===== config.mk =====
export PLATFORM = sky130hd
export DESIGN_NAME = rx_serial_7e1
export DESIGN_NICKNAME = d
export VERILOG_FILES = /design/src/rtl/rx_serial_pkg.sv /design/src/rtl/contador_m.sv /design/src/rtl/rx_serial_7e1.sv
export SDC_FILE = /design/constraint.sdc
export NUM_CORES = 1
export LEC_CHECK = 0
export CELL_PAD_IN_SITES_DETAIL_PLACEMENT = 1
export CELL_PAD_IN_SITES_GLOBAL_PLACEMENT = 1
export CORE_MARGIN = 2
export CORE_UTILIZATION = 35
export CTS_CLUSTER_SIZE = 30
export DETAILED_ROUTE_END_ITERATION = 7
export PLACE_DENSITY_LB_ADDON = 0.15
export SLEW_MARGIN = 5
export SYNTH_ARGS = -nofsm -noshare
export SYNTH_HDL_FRONTEND = slang
export SYNTH_SLANG_ARGS = --single-unit

===== constraint.sdc =====
create_clock -name clock -period 4.2 [get_ports clock]
set_input_delay 0.84 -clock clock [delete_from_list [all_inputs] [get_ports clock]]
set_output_delay 0.84 -clock clock [all_outputs]
set_load 0.01 [all_outputs]

===== src/rtl/rx_serial_pkg.sv =====
// rx_serial_pkg
// Shared definitions for the 7E1 serial receiver and its matching transmitter:
// default bit timing (50 MHz clock, 115200 baud), data word width and the
// receiver FSM state encoding, which is also exported on db_estado.
package rx_serial_pkg;

  localparam int CICLOS_BIT_PADRAO = 434;  // clock cycles per bit
  localparam int MEIO_BIT_PADRAO   = 217;  // start edge to mid-bit sample
  localparam int N_DADOS           = 7;    // data bits per word

  typedef enum logic [2:0] {
    INICIAL         = 3'd0,
    CONFIRMA_START  = 3'd1,
    RECEBE_DADOS    = 3'd2,
    RECEBE_PARIDADE = 3'd3,
    RECEBE_STOP     = 3'd4,
    ARMAZENA        = 3'd5
  } estado_t;

  // Even parity check: data bits plus parity bit must XOR to zero.
  function automatic logic paridade_par_ok(input logic [N_DADOS-1:0] dados,
                                           input logic               bit_par);
    return ~((^dados) ^ bit_par);
  endfunction

endpackage


===== src/rtl/contador_m.sv =====
// contador_m
// Modulo-M counter used for bit timing.
// Ports:
//   clock  - system clock
//   reset  - synchronous active-high reset (count to 0)
//   zera   - synchronous clear, has priority over conta
//   conta  - count enable; wraps from M-1 back to 0
//   fim    - count is at M-1 (last cycle of a bit period)
//   meio   - count is at MEIO-1 (half-bit point after a clear)
module contador_m #(
  parameter int M    = 434,
  parameter int MEIO = 217,
  parameter int N    = (M > 1) ? $clog2(M) : 1
) (
  input  logic clock,
  input  logic reset,
  input  logic zera,
  input  logic conta,
  output logic fim,
  output logic meio
);

  localparam logic [N-1:0] ULTIMO   = N'(M - 1);
  localparam logic [N-1:0] PTO_MEIO = N'(MEIO - 1);

  logic [N-1:0] r_q;

  always_ff @(posedge clock) begin
    if (reset || zera) begin
      r_q <= '0;
    end else if (conta) begin
      r_q <= (r_q == ULTIMO) ? '0 : r_q + 1'b1;
    end
  end

  assign fim  = (r_q == ULTIMO);
  assign meio = (r_q == PTO_MEIO);

endmodule


===== src/rtl/rx_serial_7e1.sv =====
// rx_serial_7e1
// Asynchronous serial receiver, frame = start(0), 7 data bits LSB first,
// even parity, 1 stop(1).
// Ports:
//   clock          - system clock (single domain)
//   reset          - synchronous active-high reset
//   dado_serial    - asynchronous serial line, idle high
//   limpa          - consumer acknowledge, clears tem_dado
//   dado_recebido  - last received 7-bit word
//   paridade_ok    - even parity of the last word was correct
//   erro_frame     - stop bit of the last word was sampled low
//   pronto         - one-cycle pulse when a word completes
//   tem_dado       - an unread word is held
//   sobrescrita    - sticky overrun flag, cleared only by reset
//   db_estado      - current FSM state (debug)
module rx_serial_7e1
  import rx_serial_pkg::*;
#(
  parameter int CICLOS_BIT = CICLOS_BIT_PADRAO,
  parameter int MEIO_BIT   = MEIO_BIT_PADRAO
) (
  input  logic         clock,
  input  logic         reset,
  input  logic         dado_serial,
  input  logic         limpa,
  output logic [6:0]   dado_recebido,
  output logic         paridade_ok,
  output logic         erro_frame,
  output logic         pronto,
  output logic         tem_dado,
  output logic         sobrescrita,
  output logic [2:0]   db_estado
);

  localparam logic [2:0] ULTIMO_BIT = 3'(N_DADOS - 1);

  // Two-flop synchronizer, idle (high) after reset.
  logic [1:0] r_sinc;
  logic       w_rx;

  always_ff @(posedge clock) begin
    if (reset) begin
      r_sinc <= 2'b11;
    end else begin
      r_sinc <= {r_sinc[0], dado_serial};
    end
  end

  assign w_rx = r_sinc[1];

  // Bit timing
  logic w_zera, w_conta, w_fim, w_meio;

  contador_m #(
    .M    (CICLOS_BIT),
    .MEIO (MEIO_BIT)
  ) u_contador (
    .clock (clock),
    .reset (reset),
    .zera  (w_zera),
    .conta (w_conta),
    .fim   (w_fim),
    .meio  (w_meio)
  );

  // FSM state register
  estado_t r_estado, w_estado_next;

  always_ff @(posedge clock) begin
    if (reset) begin
      r_estado <= INICIAL;
    end else begin
      r_estado <= w_estado_next;
    end
  end

  // Datapath registers
  logic [N_DADOS-1:0] r_desloc;
  logic [2:0]         r_cont_bits;
  logic               r_bit_par;
  logic               r_erro_stop;
  logic               r_espera_alto;
  logic [N_DADOS-1:0] r_dado;
  logic               r_paridade_ok;
  logic               r_erro_frame;
  logic               r_tem_dado;
  logic               r_sobrescrita;

  logic w_desloca, w_amostra_par, w_amostra_stop, w_armazena;

  // Next state and datapath strobes
  always_comb begin
    w_estado_next  = r_estado;
    w_zera         = 1'b0;
    w_conta        = 1'b0;
    w_desloca      = 1'b0;
    w_amostra_par  = 1'b0;
    w_amostra_stop = 1'b0;
    w_armazena     = 1'b0;
    case (r_estado)
      INICIAL: begin
        w_zera = 1'b1;
        if (!w_rx) w_estado_next = CONFIRMA_START;
      end
      CONFIRMA_START: begin
        w_conta = 1'b1;
        if (r_espera_alto) begin
          // Line still low after a framing error (break): do not start a
          // new word until the line has been seen high in INICIAL.
          w_estado_next = INICIAL;
        end else if (w_meio) begin
          // Clear here so the next sample lands exactly CICLOS_BIT later.
          w_zera        = 1'b1;
          w_estado_next = w_rx ? INICIAL : RECEBE_DADOS;
        end
      end
      RECEBE_DADOS: begin
        w_conta = 1'b1;
        if (w_fim) begin
          w_desloca = 1'b1;
          if (r_cont_bits == ULTIMO_BIT) w_estado_next = RECEBE_PARIDADE;
        end
      end
      RECEBE_PARIDADE: begin
        w_conta = 1'b1;
        if (w_fim) begin
          w_amostra_par = 1'b1;
          w_estado_next = RECEBE_STOP;
        end
      end
      RECEBE_STOP: begin
        w_conta = 1'b1;
        if (w_fim) begin
          w_amostra_stop = 1'b1;
          w_estado_next  = ARMAZENA;
        end
      end
      ARMAZENA: begin
        w_armazena    = 1'b1;
        w_zera        = 1'b1;
        w_estado_next = INICIAL;
      end
      default: begin
        w_estado_next = INICIAL;
      end
    endcase
  end

  always_ff @(posedge clock) begin
    if (reset) begin
      r_desloc      <= '0;
      r_cont_bits   <= '0;
      r_bit_par     <= 1'b0;
      r_erro_stop   <= 1'b0;
      r_espera_alto <= 1'b0;
      r_dado        <= '0;
      r_paridade_ok <= 1'b0;
      r_erro_frame  <= 1'b0;
      r_tem_dado    <= 1'b0;
      r_sobrescrita <= 1'b0;
    end else begin
      if (w_desloca) begin
        // LSB arrives first, so shift in from the top.
        r_desloc    <= {w_rx, r_desloc[N_DADOS-1:1]};
        r_cont_bits <= (r_cont_bits == ULTIMO_BIT) ? 3'd0 : r_cont_bits + 3'd1;
      end
      if (w_amostra_par)  r_bit_par   <= w_rx;
      if (w_amostra_stop) r_erro_stop <= ~w_rx;

      if (w_armazena) begin
        r_dado        <= r_desloc;
        r_paridade_ok <= paridade_par_ok(r_desloc, r_bit_par);
        r_erro_frame  <= r_erro_stop;
        r_espera_alto <= r_erro_stop;
      end else if (r_estado == INICIAL && w_rx) begin
        r_espera_alto <= 1'b0;
      end

      // A store wins over a simultaneous acknowledge: the new word is unread.
      if (w_armazena) begin
        r_tem_dado <= 1'b1;
        if (r_tem_dado && !limpa) r_sobrescrita <= 1'b1;
      end else if (limpa && r_tem_dado) begin
        r_tem_dado <= 1'b0;
      end
    end
  end

  assign dado_recebido = r_dado;
  assign paridade_ok   = r_paridade_ok;
  assign erro_frame    = r_erro_frame;
  assign pronto        = w_armazena;
  assign tem_dado      = r_tem_dado;
  assign sobrescrita   = r_sobrescrita;
  assign db_estado     = r_estado;

endmodule


==> results of run 1 <==
## cells in the final DEF, fill, tap and decap left out, drive strengths merged, types with 2 or more instances in the layout
cell type	n
nor2	21
clkdlybuf4s50	18
and4	2
o31ai	3
inv	3
nor4	2
xnor2	10
mux2i	8
nand2	20
or2	2
nand3	6
nor3	6
and4bb	2
a21oi	20
and4b	2
clkinv	2
nand2b	2
o21a	3
clkbuf	6
buf	2
nand4	6
o21ai	4
nand3b	3
nor3b	3
dfxtp	38
ha	3
a31oi	3
xor2	4
## report_power, final
group / internal [W] / switching, W
registers: 0.000372 / 0.0000409
logic: 0.0000825 / 0.000108
clock network: 0.000132 / 0.000131
## kinds of logic after synthesis
group / after synthesis / share of synthesized area [%]
xor+xnor: 14 / 6.805
flops: 38 / 42.22
fa+ha+maj: 3 / 2.084
mux: 8 / 4.445
compound gates: 42 / 14.79
buf+inv: 14 / 3.542
simple gates: 84 / 26.11
## registers in the layout, summed over array words and instances, names as in the netlist, 2 cells and up
| signal | count |
|---|---|
| dado_recebido | 7 |
| db_estado | 3 |
| r_cont_bits | 3 |
| r_desloc | 7 |
| r_sinc | 2 |
| u_contador.r_q | 9 |
## through the flow
stage	cell area, sq um	total power (W)	cells
after floorplan	1802	0.0005489	203
after global placement	2036	0.0006034	283
after detailed placement	2036	0.0006108	283
after CTS	2131	0.0008803	291
after global routing	2131	0.0009270	291
final	2131	0.0008675	291
## area by class of cell
cell class              count  area [sq um]  share of cell area [%]
repair buffers             20         195.2                   9.160
multi-input cells         151         977.2                   45.86
flip-flops and latches     38         760.7                   35.70
well taps                  70         87.58                   4.110
inverters                   4         15.01                  0.7046
clock inverters             2         12.51                  0.5872
clock buffers               6         82.58                   3.876
## worst min path at each step
stage	startpoint	endpoint	cells after the start
2_1_floorplan	r_sinc[0]	r_sinc[1]	1
3_3_place_gp	r_sinc[0]	r_sinc[1]	1
3_5_place_dp	r_sinc[0]	r_sinc[1]	1
4_1_cts	r_sinc[0]	r_sinc[1]	1
5_1_grt	r_sinc[0]	r_sinc[1]	1
6_report	r_sinc[0]	r_sinc[1]	1
## critical path, cell delays in order, from the launching register on
cell	delay, ns
dfxtp_1	0.66
nand3b_1	0.18
buf_4	0.20
clkinv_1	0.22
clkdlybuf4s50_1	0.54
## per-layer routing
layer / global-route usage, % / wire length (um) / up-vias
li1: - / - / 752
met1: 23.53 / 2205 / 721
met2: 25.77 / 2072 / 21
met3: 4.365 / 115 / 4
met4: 4.288 / 34 / 0
met5: 0 / 0 / -
==> results.cfg, run 1 <==
[die]
row_count = 26
die_h_um = 75.75
die_x_um = 75.75
die-area_sq_um = 5738
core_sq_um = 5042
pin_count = 19
initial_core_util_pct = 35.73

[clock_tree]
cts_sinks = 38
cts.reportedPaths.clkPinSlew_ns = 0.08
cts_root_buffer = clkbuf_8
htree_levels = 2
cts_made_buffers = 5
ctsHoldBuffers = 0
insertion_delay_ns = 0.29
cts_setup_buffers = 0
post_cts_resized = 0
clockBufferDepth = 2
cts_tree = done

[critical_path]
path_class = reg -> out
worstRegToRegCells = 4
crit_start = db_estado[1]
crit_fanout = 17
worstReg2RegStart = db_estado[1]
worst_setup_path_end_kind = primary output
timing.rr.end = r_cont_bits[2]
cp-endpoint = pronto
cp.arrival_ns = 2.10
cp.required_ns = 3.36
reg2reg_slack_ns = 2.25
crit_path_start_kind = flop

[global_routing]
grtUsageTotal_pct = 16.83
grt_pass1_wl_um = 7327
grt_max_degree = 18
antenna_found_initial = 0
first_global_vias = 1486
gr-total-overflow = 0

[synthesis]
synth_flop_cell = dfxtp_1
synth.area.top_cells = dfxtp_1 42%, a21oi_1 5.6%, xnor2_1 4.9%
netlist.area_leader.share_pct = 42.22
synth_top_area_cell = dfxtp_1
synth-seq-area-share_pct = 42.22
synthesis.area_sq_um = 1802
ys_types = 47
synthCells = 203
synthArstFlopShare_pct = 0
synth_edf_count = 0
syn_nets = 210
yosys_register_bits = 38
synth_commonest_cells = 38 x dfxtp_1, 21 x nor2_1, 20 x a21oi_1, 20 x nand2_1, 10 x xnor2_1
synthMostInstantiatedCell = dfxtp_1
syn_avg_cell_area_sq_um = 8.876
yosys_warnings = 0

[route]
drt-vias-per-instance = 5.148
drc = 0
dr.pass1.iters = 4
drt-total-wl_um = 4427
vias = 1498
ant_nets = 0
drt_iter0_markers = 125
wire_per_inst_um = 15.21

[sta]
fin_crit_sh_pct = 69.98
fin_hold_ws_ns = 0.4145
max_slew_margin_pct = 59.39
slew_violations = 0
setup-violations-final = 0
fin_skew_ns = 0.007304
max_slew.worst_pin.slew_ns = 0.6045
min_period_ns = 2.939
tns_ns = 0
fmax_mhz = 340.2
worst_slack_ns = 1.261
rsz0062_at_grt = no
finalHoldViolations = 0

[placed_design]
pre_cts_slack_ns = 1.570
dp_hpwl_um = 3209
gp_congestion = 0.7929
port-buffer-count = 18

[layout]
n_antenna_cell = 0
n_fill_cell = 608
nets = 227
final_util_pct = 42.26
drive_gt1_share_pct = 8.597
synthToLayoutAreaGrowth_pct = 18.26

[hold_path]
hold_path.class = reg -> reg

[power]
ir_drop_mv = 0.2332
power.density_nw_per_um2 = 407.1
leakagePower_nw = 0.6895

[run_status]
status = finished clean

[flow_run]
drv_cap = 0
Note: power is estimated with default switching activity, not from simulation.
==> run 2: changes to the inputs <==
==> constraint.sdc (replaced) <==
create_clock -name clock -period 2.9 [get_ports clock]
set_input_delay 0.58 -clock clock [delete_from_list [all_inputs] [get_ports clock]]
set_output_delay 0.58 -clock clock [all_outputs]
set_load 0.01 [all_outputs]
==> results.cfg, run 2 (synthesis results as in run 1) <==
[run_status]
status = finished clean

[critical_path]
crit_fanout = 17
worstReg2RegStart = u_contador.r_q[0]
crit_start = db_estado[1]
cp_slowest_stage_delay_ns = 0.67
cp.required_ns = 2.32
worstPathCellList = nand3b_1 > clkinv_1 > clkdlybuf4s50_1
crit_family = buffers and inverters
worst_setup_path_end_kind = primary output
cp_slowest_cell = dfxtp_1
path_class = reg -> out
crit_path_start_kind = flop
cp.arrival_ns = 1.98
cp_num_buf_inv = 2

[die]
row_count = 26
die_x_um = 75.75
die_h_um = 75.75
core_sq_um = 5042
pin_count = 19
die-area_sq_um = 5738
initial_core_util_pct = 35.73

[layout]
synthToLayoutAreaGrowth_pct = 19.24
finish.instance_area_sq_um = 2148
final_common_cell = dfxtp_1
regMostFlops = u_contador.r_q
final_cell_mix = 38 x dfxtp_1, 21 x nor2_1, 20 x a21oi_1, 20 x nand2_1, 18 x clkdlybuf4s50_1
final_util_pct = 42.61
drive_gt1_share_pct = 8.182
n_antenna_cell = 0
largest_reg_flops = 9
nets = 227

[clock_tree]
cts_sinks = 38
post_cts_resized = 0
cts.reportedPaths.clkPinSlew_ns = 0.08
cts_tree = done
clockBufferDepth = 2
insertion_delay_ns = 0.29
cts_made_buffers = 5
htree_levels = 2
cts_root_buffer = clkbuf_8
cts_setup_buffers = 0
ctsHoldBuffers = 0

[placed_design]
port-buffer-count = 18
pre_cts_slack_ns = 0.6622
dpl_cell_area_sq_um = 2036
dp_hpwl_um = 3171
gp_congestion = 0.8046

[route]
drt-vias-per-instance = 5.272
ant_nets = 0
drt_iter0_markers = 58
dr.pass1.iters = 4
vias = 1529
drc = 0
wire_per_inst_um = 14.92
drt-total-wl_um = 4327

[power]
total_power_w = 0.001341
leakagePower_nw = 0.6996
power.density_nw_per_um2 = 624.1
ir_drop_mv = 0.2670

[sta]
min_period_ns = 2.557
max_slew.worst_pin.slew_ns = 0.6853
finalHoldViolations = 0
worst_slack_ns = 0.3428
slew_violations = 0
fin_crit_sh_pct = 88.18
tns_ns = 0
fin_skew_ns = 0.005446
setup-violations-final = 0
rsz0062_at_grt = no
fmax_mhz = 391.1
max_slew_margin_pct = 53.96

[global_routing]
first_global_vias = 1517
grtUsageTotal_pct = 17.34
grt_max_degree = 20
grt_pass1_wl_um = 7458
gr-total-overflow = 0
antenna_found_initial = 0

[hold_path]
hold_start = r_sinc[0]
hold_path.class = reg -> reg

[flow_run]
drv_cap = 0
run 2: changes by cell type in the layout (fill, tap and decap cells not counted):
cell and change:
clkinv_2 -1, bufinv_16 +1, clkinvlp_4 -1
run 2: area by class of cell:
cell class	count	area [sq um]
repair buffers	20	195.2
fillers	597	2894
clock inverters	1	30.03
clock buffers	6	82.58
flip-flops and latches	38	760.7
inverters	4	15.01
multi-input cells	151	977.2
well taps	70	87.58
run 2: layer usage:
layer / part of all wire, % / routed length, um / vias up / GRT usage, %
met3: 2.3 / 99 / 5 / 4.762
met1: 49 / 2123 / 744 / 23.74
met2: 48 / 2056 / 18 / 26.53
met5: 0 / 0 / - / 0
li1: - / - / 762 / -
met4: 1.1 / 47 / 0 / 5.263
run 2: worst register-to-register path, delay by kind of cell, from the launching register on:
kind | cells | cell delay (ns)
DFF | 1 | 0.42
muxes | 1 | 0.26
adders and majority gates | 1 | 0.18
and+or+nand+nor | 3 | 0.98
run 2: stage by stage:
step	cells	hold WS, ns
after floorplan	203	0.3895
after global placement	283	0.3970
after CTS	290	0.4151
final	290	0.4113
after global routing	290	0.4263
after detailed placement	283	0.3968
run 2: path summary, 6_finish.rpt:
path	end	slack [ns]	cells past startpoint
max reg2reg	r_desloc[3]	0.96	5
max	pronto	0.34	3
min reg2reg	r_sinc[1]	0.41	1
min	r_sinc[1]	0.41	1
run 2: report_power, final:
part	leakage [nW]	switching [W]	internal [W]
clock network	0.0573	0.000191	0.000275
logic	0.336	0.000157	0.000120
registers	0.307	0.0000591	0.000539
total	0.700	0.000407	0.000934
==> run 3: changes to the inputs <==
--- a/config.mk
+++ b/config.mk
@@ -5,12 +5,13 @@
 export SDC_FILE = /design/constraint.sdc
 export NUM_CORES = 1
 export LEC_CHECK = 0
-export CELL_PAD_IN_SITES_DETAIL_PLACEMENT = 1
-export CELL_PAD_IN_SITES_GLOBAL_PLACEMENT = 1
+export CELL_PAD_IN_SITES_DETAIL_PLACEMENT = 2
+export CELL_PAD_IN_SITES_GLOBAL_PLACEMENT = 2
 export CORE_MARGIN = 2
-export CORE_UTILIZATION = 35
+export CORE_UTILIZATION = 34
 export CTS_CLUSTER_SIZE = 30
 export DETAILED_ROUTE_END_ITERATION = 7
+export MAX_ROUTING_LAYER = met4
 export PLACE_DENSITY_LB_ADDON = 0.15
 export SLEW_MARGIN = 5
 export SYNTH_ARGS = -nofsm -noshare
==> results.cfg, run 3 (synthesis results as in run 1) <==
[run_status]
status = finished clean

[critical_path]
worstPathCellList = nand3b_1 > clkinv_1 > buf_4 > clkdlybuf4s50_1
crit_path_start_kind = flop
cp.arrival_ns = 1.97
cp.required_ns = 2.32
cp_num_buf_inv = 3
worstReg2RegStart = db_estado[0]
path_class = reg -> out
cp_slowest_stage_delay_ns = 0.72
crit_start = db_estado[0]
cp_slowest_cell = dfxtp_1
crit_fanout = 17
crit_family = buffers and inverters
worst_setup_path_end_kind = primary output

[global_routing]
grt_max_degree = 18
antenna_found_initial = 0
use_met3_pct = 4.000
gr-usage-met1_pct = 22.08
grtUsageTotal_pct = 18.76
gr-total-overflow = 0
met2_usage_pct = 32.37
top_usage_layer = met2
grt_pass1_wl_um = 8583
first_global_vias = 1663

[layout]
regMostFlops = u_contador.r_q
final_util_pct = 42.23
final_common_cell = dfxtp_1
n_fill_cell = 594
drive_gt1_share_pct = 8.520
n_antenna_cell = 0
synthToLayoutAreaGrowth_pct = 19.72
multi_input_comb_area_sq_um = 977.2
final_cell_mix = 38 x dfxtp_1, 21 x nor2_1, 20 x a21oi_1, 20 x nand2_1, 18 x clkdlybuf4s50_1
largest_reg_flops = 9
instances_no_fill = 293
regArea_sq_um = 760.7
nets = 229

[clock_tree]
clockBufferDepth = 2
cts_root_buffer = clkbuf_8
cts_made_buffers = 5
cts_setup_buffers = 0
htree_levels = 2
cts.reportedPaths.clkPinSlew_ns = 0.07
insertion_delay_ns = 0.28
post_cts_resized = 0
cts_tree = done
ctsHoldBuffers = 0
cts_sinks = 38

[route]
ant_nets = 0
drt-vias-per-instance = 5.352
drt-total-wl_um = 4980
drt_iter0_markers = 80
vias = 1568
dr.pass1.iters = 4
wire_per_inst_um = 17.00
drc = 0

[flow_run]
drv_cap = 0

[placed_design]
port-buffer-count = 18
gp_congestion = 0.8466
dp_hpwl_um = 3732
pre_cts_slack_ns = 0.6777
dp.cells = 285

[hold_path]
hold_path.class = reg -> reg
hold_start = r_sinc[0]

[sta]
fmax_mhz = 392.5
min_period_ns = 2.548
tns_ns = 0
max_slew_margin_pct = 57.94
fin_crit_sh_pct = 87.86
setup-violations-final = 0
worst_slack_ns = 0.3519
fin_skew_ns = 0.007832
rsz0062_at_grt = no
slew_violations = 0
max_slew.worst_pin.slew_ns = 0.6300
finalHoldViolations = 0

[power]
power.density_nw_per_um2 = 616.2
leakagePower_nw = 0.7050
ir_drop_mv = 0.2891

[die]
initial_core_util_pct = 35.28
die_h_um = 76.80
pin_count = 19
die-area_sq_um = 5897
row_count = 26
core_sq_um = 5107
die_x_um = 76.80
[run 3: worst paths after layout]
check	endpoint	slack, ns	cells after the start
min	r_sinc[1]	0.43	1
min reg2reg	r_sinc[1]	0.43	1
max reg2reg	db_estado[2]	0.92	4
max	pronto	0.35	4
[run 3: layout make-up]
cell class,count,share of cell area (%)
multi-input cells,151,45.30
clock inverters,1,1.392
repair buffers,22,9.745
well taps,70,4.060
inverters,4,0.6961
flip-flops and latches,38,35.27
clock buffers,7,3.538
[run 3: report_power, final]
group	leakage (nW)	switching (W)	total (W)	internal (W)
registers	0.307	0.0000647	0.000604	0.000539
logic	0.346	0.000166	0.000289	0.000122
clock network	0.0524	0.000179	0.000437	0.000257
[run 3: stage by stage]
stage	cell area [sq um]	power [W]	hold slack (ns)
detailed placement	2051	0.0009008	0.4093
global placement	2051	0.0008800	0.3952
floorplan	1802	0.0007950	0.3895
finish	2157	0.001329	0.4292
global route	2157	0.001402	0.4642
CTS	2157	0.001341	0.4382
[run 3: per-layer routing]
metal,up-vias,share of wire [%]
li1,756,-
met1,776,45
met2,28,52
met3,8,2.7
met4,0,0.96
met5,-,0
